## config.mk

```make
export PLATFORM = sky130hd
export DESIGN_NAME = ysyx_24100006_axi_arb
export DESIGN_NICKNAME = d
export VERILOG_FILES = /design/src/rtl/ysyx_24100006_axi_arb.sv
export SDC_FILE = /design/constraint.sdc
export NUM_CORES = 1
export LEC_CHECK = 0
export CAP_MARGIN = 20
export CORE_AREA = 2 2 144 146
export CTS_CLUSTER_SIZE = 10
export DETAILED_ROUTE_END_ITERATION = 16
export DIE_AREA = 0 0 146 148
export PLACE_DENSITY_LB_ADDON = 0.08
export SLEW_MARGIN = 30
export SYNTH_ARGS = -nofsm -noshare
export SYNTH_HDL_FRONTEND = slang
export SYNTH_SLANG_ARGS = --single-unit
```

## constraint.sdc

```tcl
create_clock -name clk -period 5.1 [get_ports clk]
set_input_delay 1.02 -clock clk [delete_from_list [all_inputs] [get_ports clk]]
set_output_delay 1.02 -clock clk [all_outputs]
set_load 0.02 [all_outputs]
```

## src/rtl/ysyx_24100006_axi_arb.sv

```systemverilog
// Round-robin AXI-Lite arbiter: IFU (read-only) and LSU (read/write) share one slave port.
// One whole transaction is owned at a time; channels are muxed combinationally from the state.
module ysyx_24100006_axi_arb #(
    parameter int ADDR_W = 32,
    parameter int DATA_W = 32
) (
    input  logic                clk,
    input  logic                reset,
    // IFU read master
    input  logic [ADDR_W-1:0]   ifu_araddr,
    input  logic                ifu_arvalid,
    output logic                ifu_arready,
    output logic [DATA_W-1:0]   ifu_rdata,
    output logic [1:0]          ifu_rresp,
    output logic                ifu_rvalid,
    input  logic                ifu_rready,
    // LSU read/write master
    input  logic [ADDR_W-1:0]   lsu_araddr,
    input  logic                lsu_arvalid,
    output logic                lsu_arready,
    output logic [DATA_W-1:0]   lsu_rdata,
    output logic [1:0]          lsu_rresp,
    output logic                lsu_rvalid,
    input  logic                lsu_rready,
    input  logic [ADDR_W-1:0]   lsu_awaddr,
    input  logic                lsu_awvalid,
    output logic                lsu_awready,
    input  logic [DATA_W-1:0]   lsu_wdata,
    input  logic [DATA_W/8-1:0] lsu_wstrb,
    input  logic                lsu_wvalid,
    output logic                lsu_wready,
    output logic [1:0]          lsu_bresp,
    output logic                lsu_bvalid,
    input  logic                lsu_bready,
    // slave port
    output logic [ADDR_W-1:0]   m_araddr,
    output logic                m_arvalid,
    input  logic                m_arready,
    input  logic [DATA_W-1:0]   m_rdata,
    input  logic [1:0]          m_rresp,
    input  logic                m_rvalid,
    output logic                m_rready,
    output logic [ADDR_W-1:0]   m_awaddr,
    output logic                m_awvalid,
    input  logic                m_awready,
    output logic [DATA_W-1:0]   m_wdata,
    output logic [DATA_W/8-1:0] m_wstrb,
    output logic                m_wvalid,
    input  logic                m_wready,
    input  logic [1:0]          m_bresp,
    input  logic                m_bvalid,
    output logic                m_bready,
    output logic [1:0]          grant
);

    // Encoding doubles as the grant code.
    typedef enum logic [1:0] {
        IDLE   = 2'b00,
        IFU_RD = 2'b01,
        LSU_RD = 2'b10,
        LSU_WR = 2'b11
    } state_t;

    state_t state;
    logic   last;      // 0 = IFU served last, 1 = LSU served last

    logic ifu_req, lsu_req, lsu_wr_req, lsu_wins;
    logic sel_ifu, sel_lsu_rd, sel_wr;
    logic r_done, b_done;

    assign ifu_req    = ifu_arvalid;
    assign lsu_wr_req = lsu_awvalid | lsu_wvalid;
    assign lsu_req    = lsu_arvalid | lsu_wr_req;
    assign lsu_wins   = lsu_req & (~ifu_req | ~last);

    assign r_done = m_rvalid & m_rready;
    assign b_done = m_bvalid & m_bready;

    always_ff @(posedge clk or posedge reset) begin
        if (reset) begin
            state <= IDLE;
            last  <= 1'b0;
        end else begin
            case (state)
                IDLE: begin
                    if (lsu_wins)     state <= lsu_wr_req ? LSU_WR : LSU_RD;
                    else if (ifu_req) state <= IFU_RD;
                end
                IFU_RD: if (r_done) begin
                    state <= IDLE;
                    last  <= 1'b0;
                end
                LSU_RD: if (r_done) begin
                    state <= IDLE;
                    last  <= 1'b1;
                end
                LSU_WR: if (b_done) begin
                    state <= IDLE;
                    last  <= 1'b1;
                end
                default: state <= IDLE;
            endcase
        end
    end

    assign grant      = state;
    assign sel_ifu    = (state == IFU_RD);
    assign sel_lsu_rd = (state == LSU_RD);
    assign sel_wr     = (state == LSU_WR);

    // Read side toward the slave
    assign m_araddr  = sel_ifu ? ifu_araddr : (sel_lsu_rd ? lsu_araddr : '0);
    assign m_arvalid = (sel_ifu & ifu_arvalid) | (sel_lsu_rd & lsu_arvalid);
    assign m_rready  = (sel_ifu & ifu_rready)  | (sel_lsu_rd & lsu_rready);

    // Write side toward the slave
    assign m_awaddr  = sel_wr ? lsu_awaddr : '0;
    assign m_awvalid = sel_wr & lsu_awvalid;
    assign m_wdata   = sel_wr ? lsu_wdata : '0;
    assign m_wstrb   = sel_wr ? lsu_wstrb : '0;
    assign m_wvalid  = sel_wr & lsu_wvalid;
    assign m_bready  = sel_wr & lsu_bready;

    // Responses back to the masters; non-owners see all zeros
    assign ifu_arready = sel_ifu & m_arready;
    assign ifu_rdata   = sel_ifu ? m_rdata : '0;
    assign ifu_rresp   = sel_ifu ? m_rresp : 2'b00;
    assign ifu_rvalid  = sel_ifu & m_rvalid;

    assign lsu_arready = sel_lsu_rd & m_arready;
    assign lsu_rdata   = sel_lsu_rd ? m_rdata : '0;
    assign lsu_rresp   = sel_lsu_rd ? m_rresp : 2'b00;
    assign lsu_rvalid  = sel_lsu_rd & m_rvalid;

    assign lsu_awready = sel_wr & m_awready;
    assign lsu_wready  = sel_wr & m_wready;
    assign lsu_bresp   = sel_wr ? m_bresp : 2'b00;
    assign lsu_bvalid  = sel_wr & m_bvalid;

endmodule

```

==> out/qor.txt <==
Power density over the cells = 383 mW/mm2
Initial Util = 0.0859
VDD IR max = 0.210 mV
Vias per inst = 3.50
Detailed Place HPWL = 11,400 um
Top post-synthesis cells by count = 148 x and2_1, 66 x nand2_1, 33 x o21ai_0
Vias in the first global route = 3,310
Max Slew Vio Count = 0
Core Rows = 52
Worst-Margin Slew = 0.804 ns
Clock-pin slew on the worst setup and hold paths = 0.03 ns
Setup bufs post-CTS = 0
Number of max-cap violations = 0
Global-route wire length before repair = 19,200 um
Min cycle time layout = 3.79 ns
Largest net degree at the start of global routing = 78
Die Height = 148 um
Status = complete, no violations
Cell area after layout = 0.00574 mm2
Worst-Skew Late Latency = 0.23 ns
Post-synthesis cell area = 0.00172 mm2
Post-synthesis adder-cell area fraction = 0.0364
Boundary Pins = 366
Top post-synthesis cells by area = and2_1 54%, nand2_1 14%, o21ai_0 9.6%
Placed cell areas = 0.00565 mm2
Sequential area share after synthesis = 0.0436
Die extent in x = 146 um
Layout cells sized above 1 = 0.0200
Final hold slack = 0.550 ns
Overflow after GRT = 0
# hold bufs at CTS = 0
Compound-cell area share of the yosys netlist = 0.132
Initial DRC count = 86
CTS tree = yes
TritonRoute pass-1 iters = 4
Fmax = 264 MHz
Clock Tree Root = clkbuf_16
Synth Flop Type = dfrtp_1
Fraction of the mapped netlist area in simple logic gates = 0.703
GRT Total Usage = 0.112
Num CTS Buffers = 3
Post-Synth XOR/XNOR Area = 0
Endpoints failing hold = 0
Fraction of registers with async set/reset = 1.00
Synth warn = 0
Max clock buf depth = 2
Port-buffer cells = 365
# fillers = 2,215
CP required = 4.08 ns
DR vias = 3,221
Finished Layout Cells = 919
Final setup viols = 0
Cell with the most instances after synthesis = and2_1
Library cells used by synthesis = 23
Number of instances resized during post-cts repair = 0
Hold WC Path Type = reg2reg
GPL Wtd Cong = 0.867
Main combinational cell family by area after synthesis = simple AND/OR/NAND/NOR gates
Crit path DAT = 2.77 ns
CP Launch Type = flip-flop
Unrepaired setup endpoints after global routing = no
Placed insts = 915
Final net count = 837
CTS H-Tree Depth = 1
TNS Setup = 0 ns
Initial antenna violation count = 0
Lkg Pwr = 2.12 nW
Clock Skew = 0.00624 ns
Post-Synthesis Cells = 302
Number of flops mapped to enable cells by yosys = 0
Seq cells post-synth = 3
Yosys top cell by area = and2_1
Crit end category = primary output
Core ar. = 0.0200 mm2
Mux cell area share after synthesis = 0.0145
Syn Nets = 489
Setup CP Type = reg2out
Crit path max fanout = 42
DRC viols = 0
Post-Syn Area per Cell = 5.70 um2
WL final = 13,100 um
Period utilisation layout = 0.743
# diodes = 0
Detail Route Antenna Nets = 0
TritonCTS Sinks = 3
Rel. slew slack = 0.464
Area grow syn2layout = 234%
Average wire per standard cell = 14.3 um
Die footprint = 0.0216 mm2
Synth top area share = 0.538
Reg2Reg Setup Slack = 2.66 ns
==> critical path, cell delays in order (launching register included) <==
cell             delay, ns
dfrtp_1               0.44
inv_1                 0.15
ha_2                  0.72
buf_4                 0.32
nand2_1               0.07
o21ai_0               0.18
clkdlybuf4s50_1       0.64
==> area by class of cell <==
type | count | area [um2] | share of cell area
repair buffers | 370 | 3690 | 0.643
clock buffers | 4 | 78.8 | 0.0137
inverters | 4 | 15.0 | 0.00262
flip-flops and latches | 3 | 75.1 | 0.0131
multi-input cells | 268 | 1540 | 0.268
well taps | 270 | 338 | 0.0589
==> report_power, final <==
| part | switching, mW | internal, mW |
|---|---|---|
| Combinational | 1.04 | 0.978 |
| Sequential | 0.0131 | 0.0358 |
| Clock | 0.0225 | 0.103 |
| Total | 1.08 | 1.12 |
==> per-stage QoR <==
stage / power [mW] / setup WS (ns) / utilization
6_report: 2.20 / 1.31 / 0.286
5_1_grt: 2.35 / 1.06 / 0.286
4_1_cts: 2.23 / 1.25 / 0.286
3_5_place_dp: 2.09 / 1.49 / 0.282
3_3_place_gp: 2.10 / 1.57 / 0.282
2_1_floorplan: 1.07 / 2.37 / -
==> sequential cells by signal, indices dropped and copies added, names as in the netlist <==
register	cells
grant	2
last	1
==> cell families after synthesis <==
logic type / Yosys count
AO/OA/AOI/OAI: 40
adder cells (fa/ha/maj): 5
buffers and inverters: 31
flip-flops: 3
multiplexers: 2
AND/OR/NAND/NOR: 221
==> routing by layer <==
metal | GRT usage | share of wire
met2 | 0.234 | 0.56
met3 | 0.0309 | 0.090
met4 | 0.0131 | 0.0030
met1 | 0.113 | 0.35
met5 | 0 | 0
==> cell usage in the layout (no fill, tap or decap), drive strengths merged <==
master and count:
a22o 2, clkbuf 4, ha 5, mux2 1, and2 148, a31oi 1, clkdlybuf4s50 365, o31ai 1
nor2 3, nor2b 1, a221o 1, a21boi 1, mux2i 1, o21ai 33, or2 1, a21oi 1
inv 4, dfrtp 3, nor3 1, buf 5, nand2 66, nand3b 1
==> path summary, 6_finish.rpt <==
| check | cells after the start | start | to |
|---|---|---|---|
| max in group asynchronous | 2 | reset | grant[0]$_DFFE_PP0P_ |
| min in group asynchronous | 2 | reset | last$_DFFE_PP0P_ |
| worst min register to register | 2 | last$_DFFE_PP0P_ | last$_DFFE_PP0P_ |
| worst min-delay path | 2 | last$_DFFE_PP0P_ | last$_DFFE_PP0P_ |
| worst max register to register | 7 | grant[1]$_DFFE_PP0P_ | grant[0]$_DFFE_PP0P_ |
| worst max-delay path | 6 | grant[0]$_DFFE_PP0P_ | m_araddr[12] |
Note: power is estimated with default switching activity, not from simulation.
